==> config.mk <==
export PLATFORM = sky130hd
export DESIGN_NAME = ascon_perm_iter_flat
export DESIGN_NICKNAME = d
export VERILOG_FILES = /design/src/rtl/ascon_perm_iter_if.sv /design/src/rtl/ascon_perm_iter.sv /design/src/flat_wrapper.sv
export SDC_FILE = /design/constraint.sdc
export NUM_CORES = 2
export LEC_CHECK = 0
export CAP_MARGIN = 20
export CORE_ASPECT_RATIO = 0.5
export CORE_MARGIN = 2
export CORE_UTILIZATION = 30
export CTS_CLUSTER_DIAMETER = 150
export DETAILED_ROUTE_END_ITERATION = 10
export PLACE_DENSITY = 0.64
export SKIP_CTS_REPAIR_TIMING = 1
export SLEW_MARGIN = 20
export SYNTH_ARGS = -nofsm -noshare
export SYNTH_HDL_FRONTEND = slang
export SYNTH_SLANG_ARGS = --single-unit
==> constraint.sdc <==
create_clock -name clock_i -period 7.1 [get_ports clock_i]
set_input_delay 1.42 -clock clock_i [delete_from_list [all_inputs] [get_ports clock_i]]
set_output_delay 1.42 -clock clock_i [all_outputs]
set_load 0.03 [all_outputs]
==> src/rtl/ascon_perm_iter_if.sv <==
// Ascon state type and the request/response bundle between the mode FSM and
// the iterative permutation.
package ascon_pack;
    typedef logic [4:0][63:0] type_state;  // word 0 is x0
endpackage

interface ascon_perm_iter_if;
    logic                  start_i;
    logic [3:0]            rounds_i;
    ascon_pack::type_state state_i;
    ascon_pack::type_state state_o;
    logic                  busy_o;
    logic                  done_o;
    logic [3:0]            round_o;

    modport master (
        output start_i, rounds_i, state_i,
        input  state_o, busy_o, done_o, round_o
    );

    modport slave (
        input  start_i, rounds_i, state_i,
        output state_o, busy_o, done_o, round_o
    );
endinterface

==> src/rtl/ascon_perm_iter.sv <==
// Iterative Ascon permutation p^n, one round per clock. The start cycle feeds
// the round datapath from state_i, every later cycle from the round register.
module ascon_perm_iter (
    input  logic              clock_i,
    input  logic              reset_i,
    ascon_perm_iter_if.slave  bus
);
    localparam logic [0:0] S_IDLE = 1'b0;
    localparam logic [0:0] S_RUN  = 1'b1;

    function automatic logic [63:0] ror(input logic [63:0] x, input int unsigned k);
        return (x >> k) | (x << (64 - k));
    endfunction

    function automatic logic [4:0][63:0] ascon_round(input logic [4:0][63:0] s,
                                                     input logic [3:0]       r);
        logic [63:0] x0, x1, x2, x3, x4;
        logic [63:0] t0, t1, t2, t3, t4;
        x0 = s[0]; x1 = s[1]; x2 = s[2]; x3 = s[3]; x4 = s[4];
        x2 = x2 ^ {56'h0, 8'hF0 - ({4'h0, r} * 8'h0F)};
        x0 = x0 ^ x4; x4 = x4 ^ x3; x2 = x2 ^ x1;
        t0 = ~x0 & x1; t1 = ~x1 & x2; t2 = ~x2 & x3; t3 = ~x3 & x4; t4 = ~x4 & x0;
        x0 = x0 ^ t1; x1 = x1 ^ t2; x2 = x2 ^ t3; x3 = x3 ^ t4; x4 = x4 ^ t0;
        x1 = x1 ^ x0; x0 = x0 ^ x4; x3 = x3 ^ x2; x2 = ~x2;
        x0 = x0 ^ ror(x0, 19) ^ ror(x0, 28);
        x1 = x1 ^ ror(x1, 61) ^ ror(x1, 39);
        x2 = x2 ^ ror(x2, 1)  ^ ror(x2, 6);
        x3 = x3 ^ ror(x3, 10) ^ ror(x3, 17);
        x4 = x4 ^ ror(x4, 7)  ^ ror(x4, 41);
        return {x4, x3, x2, x1, x0};
    endfunction

    logic [0:0]       fsm_q, fsm_d;
    logic [4:0][63:0] state_q, state_d;
    logic [3:0]       round_q, round_d;
    logic             busy_q, busy_d;
    logic             done_q, done_d;

    logic             sel_start;
    logic [3:0]       n_eff;
    logic [3:0]       rnd_idx;
    logic [4:0][63:0] rnd_in;
    logic [4:0][63:0] rnd_out;

    // Out-of-range round counts fall back to the full p^12.
    assign n_eff     = (bus.rounds_i == 4'd0 || bus.rounds_i > 4'd12) ? 4'd12 : bus.rounds_i;
    assign sel_start = (fsm_q == S_IDLE) && bus.start_i;
    assign rnd_idx   = sel_start ? (4'd12 - n_eff) : (round_q + 4'd1);
    assign rnd_in    = sel_start ? bus.state_i : state_q;
    assign rnd_out   = ascon_round(rnd_in, rnd_idx);

    always_comb begin
        fsm_d   = fsm_q;
        state_d = state_q;
        round_d = round_q;
        busy_d  = busy_q;
        done_d  = 1'b0;
        case (fsm_q)
            S_IDLE: begin
                // The done cycle is already IDLE, so busy drops here unless restarted.
                busy_d = 1'b0;
                if (bus.start_i) begin
                    state_d = rnd_out;
                    round_d = rnd_idx;
                    busy_d  = 1'b1;
                    if (rnd_idx == 4'd11) done_d = 1'b1;
                    else                  fsm_d  = S_RUN;
                end
            end
            S_RUN: begin
                state_d = rnd_out;
                round_d = rnd_idx;
                if (rnd_idx == 4'd11) begin
                    fsm_d  = S_IDLE;
                    done_d = 1'b1;
                end
            end
            default: fsm_d = S_IDLE;
        endcase
    end

    always_ff @(posedge clock_i) begin
        if (reset_i) begin
            fsm_q   <= S_IDLE;
            state_q <= '0;
            round_q <= 4'd0;
            busy_q  <= 1'b0;
            done_q  <= 1'b0;
        end else begin
            fsm_q   <= fsm_d;
            state_q <= state_d;
            round_q <= round_d;
            busy_q  <= busy_d;
            done_q  <= done_d;
        end
    end

    assign bus.state_o = state_q;
    assign bus.round_o = round_q;
    assign bus.busy_o  = busy_q;
    assign bus.done_o  = done_q;
endmodule

==> src/flat_wrapper.sv <==
// flat-port wrapper written by rule: the top's interface ports become plain ports
module ascon_perm_iter_flat 
  (clock_i, reset_i, bus_start_i, bus_rounds_i, bus_state_i, bus_state_o, bus_busy_o, bus_done_o, bus_round_o);
  ascon_perm_iter_if bus_i ();
  input  logic clock_i;
  input  logic reset_i;
  input wire logic [$bits(bus_i.start_i)-1:0] bus_start_i;
  input wire logic [$bits(bus_i.rounds_i)-1:0] bus_rounds_i;
  input wire logic [$bits(bus_i.state_i)-1:0] bus_state_i;
  output wire logic [$bits(bus_i.state_o)-1:0] bus_state_o;
  output wire logic [$bits(bus_i.busy_o)-1:0] bus_busy_o;
  output wire logic [$bits(bus_i.done_o)-1:0] bus_done_o;
  output wire logic [$bits(bus_i.round_o)-1:0] bus_round_o;
  assign bus_i.start_i = bus_start_i;
  assign bus_i.rounds_i = bus_rounds_i;
  assign bus_i.state_i = bus_state_i;
  assign bus_state_o = bus_i.state_o;
  assign bus_busy_o = bus_i.busy_o;
  assign bus_done_o = bus_i.done_o;
  assign bus_round_o = bus_i.round_o;
  ascon_perm_iter u_core (.clock_i(clock_i), .reset_i(reset_i), .bus(bus_i));
endmodule
==> results.txt <==
----------------------------------------------------
[Yosys]
  Number of enable flip-flop cells after synthesis ... 0
  Post-synthesis area per instance ... 9.64 um^2
  Netlist area before placement ... 0.0316 mm^2
  Cell with the most instances after synthesis ... sky130_fd_sc_hd__xnor2_1
  Async set-or-reset flop fraction in the synthesized netlist ... 0%
  Synth warn ... 0
  Share of Yosys cell area claimed by the top area cell type ... 20.7%
  Post-synth net total ... 3,759
  Library cell occupying the most area in the post-synthesis netlist ... sky130_fd_sc_hd__dfxtp_1
  Flip-flop and latch count after synthesis ... 327
  Number of instances in the synthesized netlist ... 3,282
  Most area-consuming cells after synthesis ... sky130_fd_sc_hd__dfxtp_1 (21%), sky130_fd_sc_hd__xnor2_1 (17%), sky130_fd_sc_hd__mux2i_1 (11%)
  Cell variety after synth ... 51
  Portion of the post-synthesis area used by sequential elements ... 20.7%
  Leading register cell type out of synthesis ... sky130_fd_sc_hd__dfxtp_1
  Most used standard cells in the synthesized netlist ... sky130_fd_sc_hd__xnor2_1 (597), sky130_fd_sc_hd__nand2_1 (389), sky130_fd_sc_hd__mux2i_1 (351)

[Detailed routing]
  Antenna Nets Post-Route ... 0
  Vias per Instance ... 5.31
  Post-route met1 wirelength ... 61,500 um
  Wire length on met2 ... 76,100 um
  Number of violations reported at the end of detailed-routing iteration 0 ... 3,223
  Routed length on met3 ... 18,300 um
  Uppermost signal routing layer after detailed routing ... met5
  Total vias in the final route ... 29,100
  Number of detailed-routing iterations run before antenna repair ... 7
  Total wirelength of the detailed-routed design ... 165,000 um
  DRC errors left ... 0
  Routed WL per cell ... 30.0 um

[CTS]
  Clock buffers created by TritonCTS ... 40
  TritonCTS clock tree ... done
  Clock slew at the register clock pins of the worst setup and hold paths ... 0.06 ns
  Number of levels the H-tree was split into ... 2
  Clk Tree Root Cell ... sky130_fd_sc_hd__clkbuf_16
  Clock latency on the worst-skew pair ... 0.61 ns
  Bufs on Longest Clock Path ... 3
  TritonCTS Sinks ... 327

[Global route]
  Total global routing overflow ... 0
  Via count of the first global-routing pass ... 28,200
  Number of antenna violations at the first check in global routing ... 19
  Overall global routing resource usage ... 29.0%
  Wire length of the first global-routing pass ... 220,000 um
  Largest net degree at the start of global routing ... 184

[Floorplanning]
  Die Footprint ... 0.108 mm^2
  Die boundary width ... 463 um
  Count of standard-cell rows ... 84
  Initial Utilization ... 30.2%
  Die Y ... 234 um
  # IOs ... 653
  Area inside the core boundary ... 0.105 mm^2

[STA]
  Final number of max-transition violations ... 0
  Setup TNS ... 0 ns
  Worst Max-Slew Pin Slew ... 1.34 ns
  Part of the cycle the worst path needs ... 88.3%
  Slew HR ... 10.4%
  Maximum clock skew at final layout ... 0.0242 ns
  Max Fclk ... 159 MHz
  Final worst setup slack ... 0.828 ns
  Setup repair after global routing missed its margin ... no
  Final hold violation count ... 0
  Min cycle time layout ... 6.27 ns
  Final-report setup violation count ... 0

[Final layout]
  Share of cells above drive strength 1 ... 11.4%
  Nets ... 4,509
  Area delta synth->final ... 33.3%

[Placement]
  Final weighted congestion of routability-driven global placement ... 1.05
  DP Wirelength ... 137,000 um
  Pre-CTS worst setup slack ... 0.313 ns
  IO Port Bufs ... 652

[Setup path]
  Crit-path max FO ... 4
  CP Data Arrival Time ... 6.79 ns
  Worst Setup Path Type ... input pin to flop
  Element type at the critical path start ... input pin
  Worst Setup End Kind ... flop
  Setup slack of the most critical reg-to-reg path ... 1.82 ns
  CP required ... 7.62 ns

[Outcome]
  Outcome ... completed

[Run]
  Max-cap violations ... 0

[Min path]
  Worst min path class ... flop to flop

----------------------------------------------------
-- worst max-delay path, cell delays in order --
cell and delay, ns:
sky130_fd_sc_hd__clkdlybuf4s50_1 0.50, sky130_fd_sc_hd__a21boi_1 0.21, sky130_fd_sc_hd__inv_1 0.07, sky130_fd_sc_hd__ha_1 0.19, sky130_fd_sc_hd__xnor2_1 0.14, sky130_fd_sc_hd__a21oi_1 0.21, sky130_fd_sc_hd__inv_1 0.12, sky130_fd_sc_hd__fa_1 0.45
sky130_fd_sc_hd__ha_1 0.29, sky130_fd_sc_hd__inv_1 0.04, sky130_fd_sc_hd__ha_1 0.31, sky130_fd_sc_hd__fa_1 0.49, sky130_fd_sc_hd__xnor2_1 0.38, sky130_fd_sc_hd__ha_1 0.31, sky130_fd_sc_hd__xor2_1 0.68, sky130_fd_sc_hd__xnor2_2 0.24
sky130_fd_sc_hd__xor2_1 0.22, sky130_fd_sc_hd__or3_1 0.34, sky130_fd_sc_hd__a31oi_1 0.18
-- worst paths after layout --
check	from	endpoint	depth (start not counted)
worst min register to register	u_core.bus.busy_o$_SDFFE_PP0N_	u_core.bus.busy_o$_SDFFE_PP0N_	2
worst max-delay path	bus_rounds_i[0]	u_core.bus.state_o[249]$_SDFFE_PP0P_	19
worst max register to register	u_core.bus.round_o[0]$_SDFFE_PP0P_	u_core.bus.state_o[249]$_SDFFE_PP0P_	17
worst min-delay path	u_core.bus.busy_o$_SDFFE_PP0N_	u_core.bus.busy_o$_SDFFE_PP0N_	2
-- registers in the layout, indices dropped and copies added, names as in the netlist --
name,flops
u_core.bus.state_o,320
u_core.bus.round_o,4
u_core.bus.busy_o,1
u_core.bus.done_o,1
u_core.fsm_q,1
-- placed cells by master, fill, tap and decap left out, types with 147 or more instances in the layout --
cell | netlist | routed
sky130_fd_sc_hd__a21oi_1 | 171 | 171
sky130_fd_sc_hd__buf_4 | 8 | 205
sky130_fd_sc_hd__clkdlybuf4s50_1 | 0 | 651
sky130_fd_sc_hd__dfxtp_1 | 327 | 327
sky130_fd_sc_hd__ha_1 | 147 | 147
sky130_fd_sc_hd__mux2i_1 | 351 | 351
sky130_fd_sc_hd__nand2_1 | 389 | 389
sky130_fd_sc_hd__nor2_1 | 159 | 158
sky130_fd_sc_hd__xnor2_1 | 597 | 596
sky130_fd_sc_hd__xor2_1 | 273 | 273
-- metal layers --
| layer | vias to the layer above | track usage [%] |
|---|---|---|
| met5 | - | 1.02 |
| met4 | 22 | 13.6 |
| li1 | 12700 | - |
| met2 | 1550 | 48.0 |
| met3 | 397 | 10.5 |
| met1 | 14500 | 33.5 |
-- final cells by class --
type / instances / area [um^2]
clock inverters: 16 / 270
clock buffers: 53 / 1110
flip-flops and latches: 327 / 6550
well taps: 1419 / 1780
repair buffers: 863 / 8190
diodes: 6 / 15.0
inverters: 17 / 63.8
fillers: 10500 / 62600
multi-input cells: 2783 / 24200
-- cell families after synthesis --
family / share of synthesized area [%]
buffers and inverters: 2.93
muxes: 15.9
adders and majority gates: 8.08
AOI/OAI and AO/OA: 6.74
xor gates and xnor gates: 36.4
and+or+nand+nor: 9.25
DFF: 20.7
-- metrics by stage --
stage	hold slack, ns	cell area, um^2	instances	utilization [%]
after floorplan	0.544	31600	3282	-
after global placement	0.458	40800	5409	38.9
after detailed placement	0.454	40800	5409	38.9
after CTS	0.466	42100	5478	40.2
after global routing	0.492	42100	5481	40.2
final	0.466	42200	5484	40.2
Power is left out: the tool's default activity adds up to more than one toggle a clock period on the data nets, which glitch-free logic cannot reach.
